--- config.mk ---
export PLATFORM = sky130hd
export DESIGN_NAME = cursor_layer
export DESIGN_NICKNAME = d
export VERILOG_FILES = /design/src/rtl/cursor_layer.sv
export SDC_FILE = /design/constraint.sdc
export NUM_CORES = 1
export LEC_CHECK = 0
export ABC_CLOCK_PERIOD_IN_PS = 5300
export CORE_ASPECT_RATIO = 0.5
export CORE_MARGIN = 2
export CORE_UTILIZATION = 50
export CTS_CLUSTER_SIZE = 25
export DETAILED_ROUTE_END_ITERATION = 10
export PLACE_DENSITY = 0.86
export SETUP_SLACK_MARGIN = 0.2
export SYNTH_ARGS = -nofsm -noshare
export SYNTH_HDL_FRONTEND = slang
export SYNTH_SLANG_ARGS = --single-unit
--- constraint.sdc ---
create_clock -name clk -period 5.3 [get_ports clk]
set_input_delay 0.795 -clock clk [delete_from_list [all_inputs] [get_ports clk]]
set_output_delay 0.795 -clock clk [all_outputs]
set_load 0.02 [all_outputs]
--- src/rtl/cursor_layer.sv ---
// -----------------------------------------------------------------------------
// cursor_layer
//
// Pipelined cursor overlay for the VGA compositor (layer 3). Draws a
// SPR_W x SPR_H sprite, fetched one row at a time from an external
// synchronous ROM, at a cursor position latched once per frame and clamped
// to the visible area. Opaque pixels are coloured by mode:
//   pressed (flash for PRESS_FRAMES frames after a click) -> 8'h80
//   hover   (pixel over a button region)                  -> 8'h00
//   normal                                                -> 8'hFF
// Output latency is fixed at 2 clocks. One pixel per clock, no stalls.
//
// Ports
//   clk          in   pixel clock
//   reset        in   asynchronous, active-high reset
//   frame_start  in   one-cycle pulse at start of vertical blanking
//   ArrowPosX/Y  in   requested cursor position (10 bit)
//   x_pos/y_pos  in   current scan position (10 bit)
//   en_hover     in   current pixel is inside a button region
//   click        in   one-cycle mouse-press pulse
//   rom_addr     out  sprite row address (combinational from y_pos, py)
//   rom_data     in   sprite row, one cycle after rom_addr; MSB = leftmost,
//                     a 0 bit is an opaque pixel
//   RqFlag3      out  layer requests this pixel
//   Red3/Green3/Blue3 out  8-bit colour
// -----------------------------------------------------------------------------
module cursor_layer #(
    parameter int SPR_AW       = 4,
    parameter int SPR_W        = 16,
    parameter int X_LIM        = 784,
    parameter int Y_LIM        = 584,
    parameter int PRESS_FRAMES = 8
) (
    input  logic              clk,
    input  logic              reset,
    input  logic              frame_start,
    input  logic [9:0]        ArrowPosX,
    input  logic [9:0]        ArrowPosY,
    input  logic [9:0]        x_pos,
    input  logic [9:0]        y_pos,
    input  logic              en_hover,
    input  logic              click,
    output logic [SPR_AW-1:0] rom_addr,
    input  logic [SPR_W-1:0]  rom_data,
    output logic              RqFlag3,
    output logic [7:0]        Red3,
    output logic [7:0]        Green3,
    output logic [7:0]        Blue3
);

    localparam int SPR_H = 2 ** SPR_AW;
    localparam int CW    = $clog2(SPR_W);

    localparam logic [9:0] PX_RST = 10'd384;
    localparam logic [9:0] PY_RST = 10'd284;

    localparam logic [7:0] COL_PRESS  = 8'h80;
    localparam logic [7:0] COL_HOVER  = 8'h00;
    localparam logic [7:0] COL_NORMAL = 8'hFF;

    // Position shadow and press counter
    logic [9:0]    px_q, px_d;
    logic [9:0]    py_q, py_d;
    logic [7:0]    press_cnt_q, press_cnt_d;

    // Stage 0 combinational
    logic [9:0]    px_clamp_s, py_clamp_s;
    logic [10:0]   x_ext_s, y_ext_s, px_ext_s, py_ext_s;
    logic [10:0]   px_end_s, py_end_s;
    logic          hit_s;
    logic [CW-1:0] col_s;

    // Stage 1 registers / combinational
    logic          hit_q;
    logic [CW-1:0] col_q;
    logic          hov_q;
    logic [CW-1:0] bit_idx_s;
    logic          opaque_s;

    // Stage 2 (output) registers
    logic          rq_q, rq_d;
    logic [7:0]    pix_q, pix_d;

    // ---------------------------------------------------------------------
    // Stage 0: clamp, window test and ROM address
    // ---------------------------------------------------------------------
    assign px_clamp_s = (ArrowPosX > 10'(X_LIM)) ? 10'(X_LIM) : ArrowPosX;
    assign py_clamp_s = (ArrowPosY > 10'(Y_LIM)) ? 10'(Y_LIM) : ArrowPosY;

    // 11-bit compares so px+SPR_W cannot wrap past 1023 back into range.
    assign x_ext_s  = {1'b0, x_pos};
    assign y_ext_s  = {1'b0, y_pos};
    assign px_ext_s = {1'b0, px_q};
    assign py_ext_s = {1'b0, py_q};
    assign px_end_s = px_ext_s + 11'(SPR_W);
    assign py_end_s = py_ext_s + 11'(SPR_H);

    assign hit_s = (x_ext_s >= px_ext_s) && (x_ext_s < px_end_s) &&
                   (y_ext_s >= py_ext_s) && (y_ext_s < py_end_s);

    // Only the low bits of dx/dy are consumed; the low bits of a difference
    // depend only on the low bits of its operands.
    assign col_s    = x_pos[CW-1:0] - px_q[CW-1:0];
    assign rom_addr = y_pos[SPR_AW-1:0] - py_q[SPR_AW-1:0];

    // ---------------------------------------------------------------------
    // Stage 1: pick the pixel bit out of the returned ROM row.
    // SPR_W is a power of two, so SPR_W-1-col equals ~col.
    // ---------------------------------------------------------------------
    assign bit_idx_s = ~col_q;
    assign opaque_s  = hit_q && ~rom_data[bit_idx_s];

    // Next-state for cursor shadow and press flash counter
    always_comb begin
        px_d        = px_q;
        py_d        = py_q;
        press_cnt_d = press_cnt_q;
        if (frame_start) begin
            px_d = px_clamp_s;
            py_d = py_clamp_s;
        end else begin
            px_d = px_q;
            py_d = py_q;
        end
        // A click in the same cycle as frame_start reloads rather than counts.
        if (click) begin
            press_cnt_d = 8'(PRESS_FRAMES);
        end else if (frame_start && (press_cnt_q != 8'd0)) begin
            press_cnt_d = press_cnt_q - 8'd1;
        end else begin
            press_cnt_d = press_cnt_q;
        end
    end

    // Next-state for the output stage: colour by press / hover / normal
    always_comb begin
        rq_d  = 1'b0;
        pix_d = 8'h00;
        if (opaque_s) begin
            rq_d = 1'b1;
            if (press_cnt_q != 8'd0) begin
                pix_d = COL_PRESS;
            end else if (hov_q) begin
                pix_d = COL_HOVER;
            end else begin
                pix_d = COL_NORMAL;
            end
        end else begin
            rq_d  = 1'b0;
            pix_d = 8'h00;
        end
    end

    // Cursor shadow and press counter registers
    always_ff @(posedge clk or posedge reset) begin
        if (reset) begin
            px_q        <= PX_RST;
            py_q        <= PY_RST;
            press_cnt_q <= 8'd0;
        end else begin
            px_q        <= px_d;
            py_q        <= py_d;
            press_cnt_q <= press_cnt_d;
        end
    end

    // Stage 1 pipeline registers (aligned with the ROM's registered output)
    always_ff @(posedge clk or posedge reset) begin
        if (reset) begin
            hit_q <= 1'b0;
            col_q <= '0;
            hov_q <= 1'b0;
        end else begin
            hit_q <= hit_s;
            col_q <= col_s;
            hov_q <= en_hover;
        end
    end

    // Stage 2 output registers
    always_ff @(posedge clk or posedge reset) begin
        if (reset) begin
            rq_q  <= 1'b0;
            pix_q <= 8'h00;
        end else begin
            rq_q  <= rq_d;
            pix_q <= pix_d;
        end
    end

    assign RqFlag3 = rq_q;
    assign Red3    = pix_q;
    assign Green3  = pix_q;
    assign Blue3   = pix_q;

endmodule

==> results.cfg <==
[run_status]
status = finished clean

[power_and_ir_drop]
swShare = 0.299
clkPwrFrac = 0.283
internal_power_w = 0.000628
p_switching_w = 0.000268
p_seq_frac = 0.383
leakage_nw = 1.65
ir_drop_uv = 125
powerDensity_nw_per_um2 = 243
comb_power_share = 0.334

[setup_path]
timing_worst_setup_path_type = in -> out
required_ps = 4510
crit_chain = clkdlybuf4s50_1 > ha_1 > nor2b_1 > o31a_1 > a21oi_1 > clkdlybuf4s50_1
cp_top_family = buffers and inverters
crit_path_start_kind = input pin
end_kind = primary output
cpMostUsedCell = clkdlybuf4s50_1
worst-path-buf-inv = 2
crit_path_max_fanout = 2
cp_slowest_cell = clkdlybuf4s50_1
max_stage_delay_ps = 620
cp.arrival_ps = 2710

[sta]
hold_viol = 0
clock_skew_ps = 6.94
period_needed_ps = 3510
slew_headroom = 0.544
grt_setup_unrepaired = no
drv_slew = 0
setup_viol = 0
fmax_mhz = 285
period_share = 0.662
tightest_slew_ps = 682
setup_tns_ps = 0

[clock_network]
cts_buffers = 5
cts_tree = done
clock_path_buffers = 2
path_clk_slew_ps = 70
cts_setup_buffers = 0
cts-resized-gates = 0
cts_root_buf = clkbuf_8
h-tree-depth = 2
holdBufCountCts = 0
clkSinkCount = 37
clk_latency_ps = 290

[routing]
num_vias = 2328
wire_per_inst_um = 14.4
vias_per_cell = 5.32
detail_route.first_pass.iterations = 4
drtIter0Drc = 145
drc = 0
ant_nets = 0
routed_wl_um = 6290

[yosys]
avgSynthCellArea_um2 = 9.41
yosys.cell_types.count = 45
synth_nets = 392
ys.flop_type = dfrtp_1
synth_edf_count = 0
synthArstFlopShare = 1.00
ys_seq_area_frac = 0.337
synthCells = 294
ys_ff_latch = 37
synth_area_um2 = 2770
yosysWarnings = 0

[global_route]
antenna_found_initial = 0
grt_pass1_wl_um = 11000
grt_max_degree = 38
grt_pass1_vias = 2479
grtUsageTotal = 0.228
grt_overflow = 0

[job]
maxCapViolations = 0

[placement]
place.gp.congestion = 0.918
place_inst = 430
hpwl_um = 5270
io_buffers = 89

[die]
start_util = 0.511
rows = 19
dieArea_um2 = 6180
ios = 90
die_x_um = 109
die_h_um = 56.6
design.core.area_um2 = 5420

[final_layout]
final_net_count = 462
drive_above_1_share = 0.0658
finalNonFillerCells = 438
antenna_cells = 0
area_growth_pct = 33.0

[worst_hold_path]
min_path_type = reg -> reg
worst register-to-register path, cell delays in order (launching register included):
cell and delay [ps]:
dfstp_2 530, inv_1 80, nor3_1 220, xnor2_1 160, ha_1 270, nor2b_1 140
a2111oi_0 410, a21oi_1 130, nor4_1 230
cell type report:
type	count	area, um2
fill	428	1740
multi-input combinational	190	1490
sequential	37	933
timing repair buffer	90	898
inverter	40	150
tap	73	91.3
clock buffer	7	86.3
clock inverter	1	30.0
stage by stage:
step                      setup slack, ps  utilization  hold slack (ps)  power (W)  cell area [um2]
after floorplan                      2700            -              408   0.000534             2770
after global placement               1850        0.658              418   0.000627             3570
after detailed placement             1810        0.658              427   0.000648             3570
after CTS                            1800        0.679              439   0.000902             3680
after global routing                 1720        0.679              466   0.000957             3680
final                                1790        0.679              440   0.000897             3680
final timing paths:
path / start / end / depth (start not counted) / slack (ps)
max: y_pos[1] / rom_addr[3] / 6 / 1790
min: hov_q / Blue3[6] / 1 / 440
max reg2reg: px_q[7] / hit_q / 8 / 3040
min reg2reg: hov_q / Blue3[6] / 1 / 440
max in group asynchronous: reset / px_q[7] / 3 / 4040
min in group asynchronous: reset / RqFlag3 / 3 / 920
sequential cells by signal, summed over array words and instances, names as in the netlist:
register / cells
RqFlag3: 1
hit_q: 1
col_q: 4
hov_q: 1
py_q: 10
Blue3: 2
press_cnt_q: 8
px_q: 10
cell usage after synthesis, drive strengths merged (3+ instances only):
cell type / number / area share
inv: 40 / 0.054
ha: 35 / 0.16
dfrtp: 31 / 0.28
buf: 24 / 0.065
nor2: 19 / 0.026
o21ai: 18 / 0.033
nand2: 16 / 0.024
a21oi: 12 / 0.022
nand3: 11 / 0.020
xnor2: 11 / 0.035
nor3: 7 / 0.013
a22o: 6 / 0.019
dfstp: 6 / 0.057
mux4: 5 / 0.041
o21a: 5 / 0.014
a21o: 4 / 0.011
xor2: 4 / 0.013
a22oi: 3 / 0.0081
clkbuf: 3 / 0.0041
nand2b: 3 / 0.0068
placed cells by master, fill, tap and decap left out, types with 2 or more instances in the layout:
cell type	count
nor3_1	7
a21oi_1	12
xnor2_1	11
nor2_1	19
o31a_1	2
clkbuf_8	6
fa_1	2
nand2_1	15
ha_1	35
nand2b_1	3
nand4_1	2
clkdlybuf4s50_1	89
a21o_1	4
dfstp_2	6
a22o_1	6
inv_1	40
o21a_1	5
o41ai_1	2
xor2_1	4
dfrtp_1	31
a211oi_1	2
mux4_2	5
nor2b_1	2
nand3_1	11
o21ai_0	18
o22ai_1	2
a31oi_1	2
a22oi_1	3
o32ai_1	2
power by group through the flow:
stage	logic (W)	clock network (W)	registers (W)
2_1_floorplan	0.000190	0	0.000344
3_3_place_gp	0.000280	0	0.000347
3_5_place_dp	0.000299	0	0.000349
4_1_cts	0.000302	0.000257	0.000343
5_1_grt	0.000336	0.000272	0.000349
6_report	0.000300	0.000254	0.000343
kinds of logic after synthesis:
logic type,after synthesis,share of synthesized area
buffers and inverters,67,0.123
xor gates and xnor gates,15,0.0475
adders and majority gates,37,0.173
and+or+nand+nor,67,0.120
muxes,5,0.0407
DFF,37,0.337
AOI/OAI and AO/OA,66,0.159
layer usage:
layer | share of wire | GRT usage | vias up
li1 | - | - | 1154
met4 | 0.013 | 0.0524 | 0
met3 | 0.046 | 0.0476 | 10
met2 | 0.53 | 0.440 | 65
met5 | 0 | 0 | -
met1 | 0.41 | 0.256 | 1099
Power figures use the tool's default switching activity.
